===== config.mk =====
export PLATFORM = sky130hd
export DESIGN_NAME = cpu_bus_frontend
export DESIGN_NICKNAME = d
export VERILOG_FILES = /design/src/rtl/cpu_bus_frontend.sv
export SDC_FILE = /design/constraint.sdc
export NUM_CORES = 1
export LEC_CHECK = 0
export ABC_CLOCK_PERIOD_IN_PS = 2200
export CAP_MARGIN = 10
export CORE_ASPECT_RATIO = 1.5
export CORE_UTILIZATION = 42
export CTS_CLUSTER_DIAMETER = 30
export DETAILED_ROUTE_END_ITERATION = 8
export PLACE_DENSITY = 0.72
export RECOVER_POWER = 100
export SYNTH_ARGS = -nofsm -noshare
export SYNTH_HDL_FRONTEND = slang
export SYNTH_SLANG_ARGS = --single-unit

===== constraint.sdc =====
create_clock -name clk -period 2.2 [get_ports clk]
set_clock_uncertainty 0.1 [all_clocks]
set_input_delay 0.22 -clock clk [delete_from_list [all_inputs] [get_ports clk]]
set_output_delay 0.22 -clock clk [all_outputs]
set_load 0.03 [all_outputs]

===== src/rtl/cpu_bus_frontend.sv =====
// cpu_bus_frontend
//   Brings asynchronous CPU bus strobes into the FPGA clock domain, waits until an access
//   has been stable long enough, and then runs a req/ack handshake with the back-end memory.
//   The block holds the CPU with cpu_wait until the back end answers or the timeout expires.
//   One RTL block serves both Z80 (mreq/rd/wr) and 6502-style (phi2, r/w) buses.
//
// Parameters
//   ADDR_W, DATA_W  CPU address and data widths
//   CPU_MODE        0 = Z80 strobes, 1 = phi2 + R/W
//   SYNC_STAGES     synchroniser depth (2..4)
//   SETTLE_CYC      clocks of stable strobe before the access is issued (1..15)
//   TIMEOUT_CYC     clocks in REQ without acc_ack before abort (1..4095)
//
// Ports
//   clk, reset                 system clock, asynchronous active-high reset
//   cpu_addr, cpu_din          CPU address and write data (asynchronous)
//   cpu_dout, cpu_doe          read data to the CPU and its output enable
//   cpu_rd_n/wr_n/mreq_n/ioreq_n   Z80 strobes (mode 0)
//   cpu_phi2, cpu_rwb          6502-style strobes (mode 1)
//   cpu_wait                   wait request to the CPU, active-high
//   acc_req/addr/wdata/we/io   back-end request and latched access attributes
//   acc_ack, acc_rdata         back-end single-cycle ack and read data
//   err_timeout                sticky timeout flag, cleared only by reset
//
// Build option
//   IO_CYCLE_EN  when defined, Z80 I/O cycles (ioreq with mreq high) are accesses too and
//                are flagged on acc_io; otherwise cpu_ioreq_n is ignored.

module cpu_bus_frontend #(
    parameter int unsigned ADDR_W      = 16,
    parameter int unsigned DATA_W      = 8,
    parameter int unsigned CPU_MODE    = 0,
    parameter int unsigned SYNC_STAGES = 2,
    parameter int unsigned SETTLE_CYC  = 2,
    parameter int unsigned TIMEOUT_CYC = 255
) (
    input  logic              clk,
    input  logic              reset,
    input  logic [ADDR_W-1:0] cpu_addr,
    input  logic [DATA_W-1:0] cpu_din,
    output logic [DATA_W-1:0] cpu_dout,
    output logic              cpu_doe,
    input  logic              cpu_rd_n,
    input  logic              cpu_wr_n,
    input  logic              cpu_mreq_n,
    input  logic              cpu_ioreq_n,
    input  logic              cpu_phi2,
    input  logic              cpu_rwb,
    output logic              cpu_wait,
    output logic              acc_req,
    output logic [ADDR_W-1:0] acc_addr,
    output logic [DATA_W-1:0] acc_wdata,
    output logic              acc_we,
    output logic              acc_io,
    input  logic              acc_ack,
    input  logic [DATA_W-1:0] acc_rdata,
    output logic              err_timeout
);

    typedef enum logic [1:0] {StIdle, StSettle, StReq, StHold} state_e;

    // Raw (asynchronous) bus decode.
    logic raw_act, raw_wr, raw_io;

    always_comb begin
        raw_io = 1'b0;
        if (CPU_MODE == 0) begin
            raw_act = !cpu_mreq_n && (!cpu_rd_n || !cpu_wr_n);
            // Both rd_n and wr_n low counts as a write.
            raw_wr  = !cpu_wr_n;
`ifdef IO_CYCLE_EN
            // Interrupt acknowledge (ioreq without rd/wr) is excluded by the rd/wr term.
            raw_io  = cpu_mreq_n && !cpu_ioreq_n && (!cpu_rd_n || !cpu_wr_n);
            raw_act = raw_act || raw_io;
`endif
        end else begin
            raw_act = cpu_phi2;
            raw_wr  = !cpu_rwb;
        end
    end

`ifndef IO_CYCLE_EN
    logic unused_ioreq;
    assign unused_ioreq = cpu_ioreq_n;
`endif

    // Synchroniser chain for {io, write, active}.
    logic [2:0] sync_d [SYNC_STAGES];
    logic [2:0] sync_q [SYNC_STAGES];

    always_comb begin
        sync_d[0] = {raw_io, raw_wr, raw_act};
        for (int i = 1; i < SYNC_STAGES; i++) begin
            sync_d[i] = sync_q[i-1];
        end
    end

    logic s_act, s_wr, s_io;
    assign {s_io, s_wr, s_act} = sync_q[SYNC_STAGES-1];

    state_e            state_d, state_q;
    logic              act_prev_d, act_prev_q;
    logic              drop_d, drop_q;
    logic [3:0]        settle_d, settle_q;
    logic [11:0]       tmo_d, tmo_q;
    logic              req_d, req_q;
    logic              wait_d, wait_q;
    logic              doe_d, doe_q;
    logic [DATA_W-1:0] dout_d, dout_q;
    logic [ADDR_W-1:0] addr_d, addr_q;
    logic [DATA_W-1:0] wdata_d, wdata_q;
    logic              we_d, we_q;
    logic              io_d, io_q;
    logic              err_d, err_q;
    logic              gone;

    always_comb begin
        state_d    = state_q;
        act_prev_d = s_act;
        drop_d     = drop_q;
        settle_d   = settle_q;
        tmo_d      = tmo_q;
        req_d      = req_q;
        wait_d     = wait_q;
        doe_d      = doe_q;
        dout_d     = dout_q;
        addr_d     = addr_q;
        wdata_d    = wdata_q;
        we_d       = we_q;
        io_d       = io_q;
        err_d      = err_q;
        // The CPU has abandoned the cycle (it ignored wait) if active fell at any point in REQ.
        gone       = drop_q || !s_act;

        unique case (state_q)
            StIdle: begin
                if (s_act && !act_prev_q) begin
                    state_d  = StSettle;
                    settle_d = '0;
                end
            end
            StSettle: begin
                if (!s_act) begin
                    state_d = StIdle;
                end else if (settle_q == 4'(SETTLE_CYC - 1)) begin
                    addr_d  = cpu_addr;
                    wdata_d = cpu_din;
                    we_d    = s_wr;
                    io_d    = s_io;
                    req_d   = 1'b1;
                    wait_d  = 1'b1;
                    tmo_d   = '0;
                    drop_d  = 1'b0;
                    state_d = StReq;
                end else begin
                    settle_d = settle_q + 4'd1;
                end
            end
            StReq: begin
                if (!s_act) drop_d = 1'b1;
                // An ack in the final timeout cycle still completes the access normally.
                if (acc_ack) begin
                    req_d   = 1'b0;
                    wait_d  = 1'b0;
                    if (!we_q && !gone) begin
                        dout_d = acc_rdata;
                        doe_d  = 1'b1;
                    end
                    state_d = gone ? StIdle : StHold;
                end else if (tmo_q == 12'(TIMEOUT_CYC - 1)) begin
                    err_d   = 1'b1;
                    req_d   = 1'b0;
                    wait_d  = 1'b0;
                    if (!we_q && !gone) begin
                        dout_d = '1;
                        doe_d  = 1'b1;
                    end
                    state_d = gone ? StIdle : StHold;
                end else begin
                    tmo_d = tmo_q + 12'd1;
                end
            end
            StHold: begin
                if (!s_act) begin
                    doe_d   = 1'b0;
                    state_d = StIdle;
                end
            end
            default: state_d = StIdle;
        endcase
    end

    always_ff @(posedge clk or posedge reset) begin
        if (reset) begin
            for (int i = 0; i < SYNC_STAGES; i++) begin
                sync_q[i] <= '0;
            end
            state_q    <= StIdle;
            act_prev_q <= 1'b0;
            drop_q     <= 1'b0;
            settle_q   <= '0;
            tmo_q      <= '0;
            req_q      <= 1'b0;
            wait_q     <= 1'b0;
            doe_q      <= 1'b0;
            dout_q     <= '0;
            addr_q     <= '0;
            wdata_q    <= '0;
            we_q       <= 1'b0;
            io_q       <= 1'b0;
            err_q      <= 1'b0;
        end else begin
            for (int i = 0; i < SYNC_STAGES; i++) begin
                sync_q[i] <= sync_d[i];
            end
            state_q    <= state_d;
            act_prev_q <= act_prev_d;
            drop_q     <= drop_d;
            settle_q   <= settle_d;
            tmo_q      <= tmo_d;
            req_q      <= req_d;
            wait_q     <= wait_d;
            doe_q      <= doe_d;
            dout_q     <= dout_d;
            addr_q     <= addr_d;
            wdata_q    <= wdata_d;
            we_q       <= we_d;
            io_q       <= io_d;
            err_q      <= err_d;
        end
    end

    assign cpu_dout    = dout_q;
    assign cpu_doe     = doe_q;
    assign cpu_wait    = wait_q;
    assign acc_req     = req_q;
    assign acc_addr    = addr_q;
    assign acc_wdata   = wdata_q;
    assign acc_we      = we_q;
    assign acc_io      = io_q;
    assign err_timeout = err_q;

endmodule


=== Word-level counts from Yosys, hierarchy flattened ===
Cells that the tools add are included.

* Flip-flop bits (word level): 60
* Bits of input ports: 41
* Logic and storage cells: 93

* Add/subtract/negate cells: 2
* Equality and inequality tests: 15
* Muxes and demuxes: 35
* Bitwise operators: 1
* Reduce and logical (&&, ||, !) cells: 26

{| class="wikitable"
|+ Operators with widths
! operator !! count
|-
| $mux W12 || 4
|-
| $mux W8 || 4
|-
| $pmux W12 S2 || 1
|-
| $ne A2 B2 Y1 const B || 8
|-
| $reduce_and A4 Y1 || 4
|-
| $mux W2 || 7
|-
| $add A12 B1 Y12 const B || 1
|-
| $eq A12 B8 Y1 const B || 1
|-
| $mux W4 || 3
|-
| $reduce_and A3 Y1 || 4
|-
| $mux W1 || 11
|-
| $pmux W2 S4 || 1
|-
| $pmux W4 S2 || 1
|-
| $reduce_bool A2 Y1 || 4
|-
| $logic_not A1 Y1 || 7
|-
| $ne A3 B3 Y1 const B || 2
|-
| $pmux W1 S2 || 3
|-
| $reduce_and A5 Y1 || 1
|-
| $add A4 B1 Y4 const B || 1
|-
| $eq A2 B2 Y1 const B || 2
|-
| $eq A4 B1 Y1 const B || 1
|-
| $logic_and A1 B1 Y1 || 3
|-
| $eq A2 B1 Y1 const B || 1
|-
| $logic_not A2 Y1 || 1
|-
| other kinds (2) || 3
|}

=== Logic depth before layout (Yosys ltp) ===
* Depth after elaboration: 8
* Gate-level depth with buffers: 8
* Mapped depth without buffers: 6

=== Least setup slack after synthesis ===
No wires, ideal clock.

* Kind: reg-to-reg
* Start: register tmo_q[0]
* End: register dout_q[0] (netlist: cpu_dout[0])
* Data arrival time: 2.065 ns
* Required time: 2.034 ns
* Slack: -0.031 ns
* Stages on the path, launching flop included: 7
* Path buffers: 0
* Period minus slack after synthesis: 2.231 ns
* Cells stage by stage: dfrtp_1 > inv_1 > ha_1 > or4b_4 > o41a_1 > nor4_4 > o22a_1

* Word-level cells in the longest chain between the ends: 3

{| class="wikitable"
|+ Ends and longest elaborated chain
! item !! line !! text
|-
| start: declaration || 105 || <nowiki>logic [11:0] tmo_d, tmo_q;</nowiki>
|-
| start signal: assignment || 220 || <nowiki>tmo_q <= tmo_d;</nowiki>
|-
| $eq A12 B8 Y1 || 170 || <nowiki>end else if (tmo_q == 12'(TIMEOUT_CYC - 1)) begin</nowiki>
|-
| $reduce_bool A2 Y1 (no line) || - ||
|-
| $reduce_and A3 Y1 (no line) || - ||
|-
| end signal: assignment || 224 || <nowiki>dout_q <= dout_d;</nowiki>
|-
| end: declaration || 109 || <nowiki>logic [DATA_W-1:0] dout_d, dout_q;</nowiki>
|}

No other way between the ends.
A chain may end at the register's enable or synchronous reset.

=== Final worst setup path ===
* Start: register tmo_q[0]
* End: register dout_q[3] (netlist: cpu_dout[3])

The elaborated chain is that of the path after synthesis.

==> results by group <==
Synthesis
  – Post-synthesis register bit count: 60
  – FFs w/ async S/R, synth: 100%
  – Synth Area in Simple Gates: 24.7%
  – Sequential fraction of the synthesis area: 57.0%
  – Post-synth EDFFs: 0
  – Post-synth top area cell: dfrtp_1
  – Area contributors post-synth: dfrtp_1 57%, nand2_1 12%, o22a_1 2.7%
  – Syn Inst Count: 265
  – Syn nets: 310
  – Multiplexer area fraction after synthesis: 1.95%
  – Share of the synthesized area in the top cell type: around 57%
  – Most common cell in the netlist: nand2_1
  – Synthesized area per cell: 9.94 um^2
  – Main synth FF type: dfrtp_1
  – Post-Synth Adder-Cell Area: 1.90%
  – Mapped Area: 0.00263 mm^2
  – Yosys warns: 0
  – Top cells by count, synth: 86 x nand2_1, 60 x dfrtp_1, 10 x clkbuf_1
  – Unique cell type count in the Yosys netlist: 39
  – Synth Area in XOR/XNOR: less than 1%
  – Compound-cell area share of the yosys netlist: 10.9%
  – Largest family of logic cells by synthesized area: simple AND/OR/NAND/NOR gates

STA
  – Final hold violations: 0
  – Final Cycle Share: between 90% and 100%
  – Slew margin rel.: 4.44%
  – Setup ws final: between 60 and 70 ps
  – Slew at the pin with the worst max-slew slack: 1430 ps
  – RSZ-0062 raised after global routing: yes
  – Slew Viols, Final: 0
  – Final setup vio count: 0
  – Final min period: 2130 ps
  – Fmax: 469 MHz
  – Hold WS: 247 ps

Final layout
  – Antenna Cells: 0
  – Finished Cell Area: ~0.0037 mm^2
  – Share of cells above drive strength 1: 9.35%
  – Core Util, Final: 61.1%
  – Final #Nets: 393
  – Area grow syn2layout: 41.2%

GRT
  – Vias in the first global route: about 2.2k
  – Pin count of the biggest net entering global routing: 61
  – First-pass GRT wire length: 10.2 mm
  – Initial antenna violation count: 0
  – Global Route Usage Sum: 20.6%
  – Final global-route overflow total: 0

Critical path
  – CP Cell Sequence: inv_1 -> ha_1 -> or4b_4 -> o41a_1 -> nor4_4 -> buf_6 -> o22a_1
  – CP Capture Type: flip-flop
  – WP data arrival: 2300 ps
  – CP startpoint kind: flip-flop
  – CP bufs+invs: 2
  – Worst Path Required: 2370 ps
  – Slowest stage delay, CP: 470 ps
  – Critical path class: reg2reg
  – CP max-delay cell: or4b_4
  – CP top delay family: simple AND/OR/NAND/NOR gates
  – Crit path max fanout: 9

Route
  – DRT Pass-1 Iters: 5
  – Met3 routed WL: between 150 and 200 um
  – Post-detailed-route count of antenna-violating nets: 0
  – Starting DRT DRC Count: 89
  – Via count: 2196
  – Post-DR vias/cell: between 5 and 6
  – Final WL: roughly 6 mm
  – Drt drc: 0
  – Routed wire length per instance: 14.1 um
  – Metal-1 WL: 2.51 mm
  – Routed wl met2: 3.22 mm
  – Uppermost layer routed: met4

Place
  – Port bufs: between 70 and 80
  – Setup WS pre-CTS: 64.6 ps
  – GPL Wtd Cong: 0.823
  – Placed Area: ~0.0035 mm^2
  – Detailed Place HPWL: 4.22 mm

Power
  – Pwr/cell area: 1350 mW/mm^2
  – Peak supply drop: between 0.7 and 0.8 mV
  – Pleak: roughly 0.0017 uW

Die
  – I/O Pins: 79
  – Core Box Area: 0.00609 mm^2
  – Die ar.: roughly 0.0066 mm^2
  – Die span in y: 99.0 um
  – Initial Utilization: 43.3%
  – Die extent in x: between 60 and 70 um
  – Row count: 35

CTS
  – Reg clk slew, reported paths: 60 ps
  – CTS max path bufs: 2
  – CTS tree: yes
  – Setup bufs post-CTS: 0
  – CTS buffer count: 9
  – CTS Sinks: 60
  – H-Tree Depth: 3
  – Root Buffer: clkbuf_8
  – Clk Latency, worst-skew pair: between 300 and 400 ps

Outcome
  – Run status: finished, final reports clean

Run
  – Max Cap Viol: 0

Hold path
  – Hold crit path type: reg2reg
## cells by family (layout without fill, tap and decap cells)
group	after synthesis	count (layout)
adders and majority gates	4	4
other	1	1
xor gates and xnor gates	1	1
DFF	60	60
and+or+nand+nor	137	137
AOI/OAI and AO/OA	37	37
buffers and inverters	20	108
muxes	5	5
## what timing repair did
action | 4_1_cts | 5_1_grt
endpoints found under the hold margin | 0 | 0
resized for setup | 0 | 2
hold buffers | 0 | 0
setup endpoints to repair | 0 | 12
## path summary, 6_finish.rpt
| kind | startpoint | end | slack (ps) | depth (start not counted) |
|---|---|---|---|---|
| worst max-delay path | tmo_q[0] | cpu_dout[3] | 70 | 7 |
| worst min-delay path | sync_d[1] | s_wr | 250 | 0 |
| worst max register to register | tmo_q[0] | cpu_dout[3] | 70 | 7 |
| worst min register to register | sync_d[1] | s_wr | 250 | 0 |
| max in group asynchronous | reset | cpu_doe | 410 | 3 |
| min in group asynchronous | reset | cpu_dout[4] | 720 | 3 |
## state kept, by name, indices dropped and copies added (netlist names)
register	flops
acc_addr	16
acc_wdata	8
acc_we	1
act_prev_d	1
act_prev_q	1
cpu_doe	1
cpu_dout	8
cpu_wait	1
drop_q	1
err_timeout	1
s_wr	1
settle_q	4
state_q	2
sync_d	2
tmo_q	12
## where the power goes
group	switching, uW	total, uW	internal, uW
combinational	1180	2100	922
clock	414	1080	663
sequential	313	1830	1510
## per-layer routing
layer / GRT usage [%] / vias to the layer above
li1: - / 1068
met2: 33.9 / 45
met1: 25.2 / 1077
met5: 0 / -
met4: 9.33 / 0
met3: 4.63 / 6
## final cells by class
| cell class | instances | area (um^2) |
|---|---|---|
| multi-input combinational | 185 | 1060 |
| clock buffer | 11 | 141 |
| clock inverter | 5 | 75.1 |
| inverter | 8 | 30.0 |
| timing repair buffer | 84 | 817 |
| tap | 74 | 92.6 |
| sequential | 60 | 1500 |
| fill | 517 | 2370 |
## cells in the final DEF, fill, tap and decap left out, types with 2 or more instances in the layout
cell | Yosys | routed
nand2_1 | 86 | 86
clkdlybuf4s50_1 | 0 | 70
dfrtp_1 | 60 | 60
clkbuf_8 | 0 | 10
and3_1 | 8 | 8
nand3_1 | 8 | 8
o22a_1 | 8 | 8
buf_4 | 2 | 8
inv_1 | 8 | 7
nor2_1 | 6 | 6
o21ai_0 | 6 | 6
nand2b_1 | 5 | 5
a21oi_1 | 4 | 4
mux2i_1 | 4 | 4
a211o_1 | 4 | 4
nor4_1 | 4 | 4
a22o_1 | 4 | 4
ha_1 | 4 | 4
dlygate4sd3_1 | 0 | 4
o31ai_1 | 3 | 3
or4_1 | 3 | 3
nand4_1 | 3 | 3
clkinv_2 | 0 | 3
nor3b_1 | 2 | 2
nor2b_1 | 2 | 2
o21a_1 | 2 | 2
or3b_2 | 2 | 2
nor3_1 | 2 | 2
or2_2 | 2 | 2
bufinv_16 | 0 | 2
## per-stage QoR
stage | power, uW | instances | TNS (ps)
floorplan | 3010 | 265 | 0
global placement | 3900 | 411 | 0
detailed placement | 3960 | 411 | 0
CTS | 5050 | 427 | 0
global route | 5280 | 427 | -102
finish | 5000 | 427 | 0
Power figures use the tool's default switching activity.
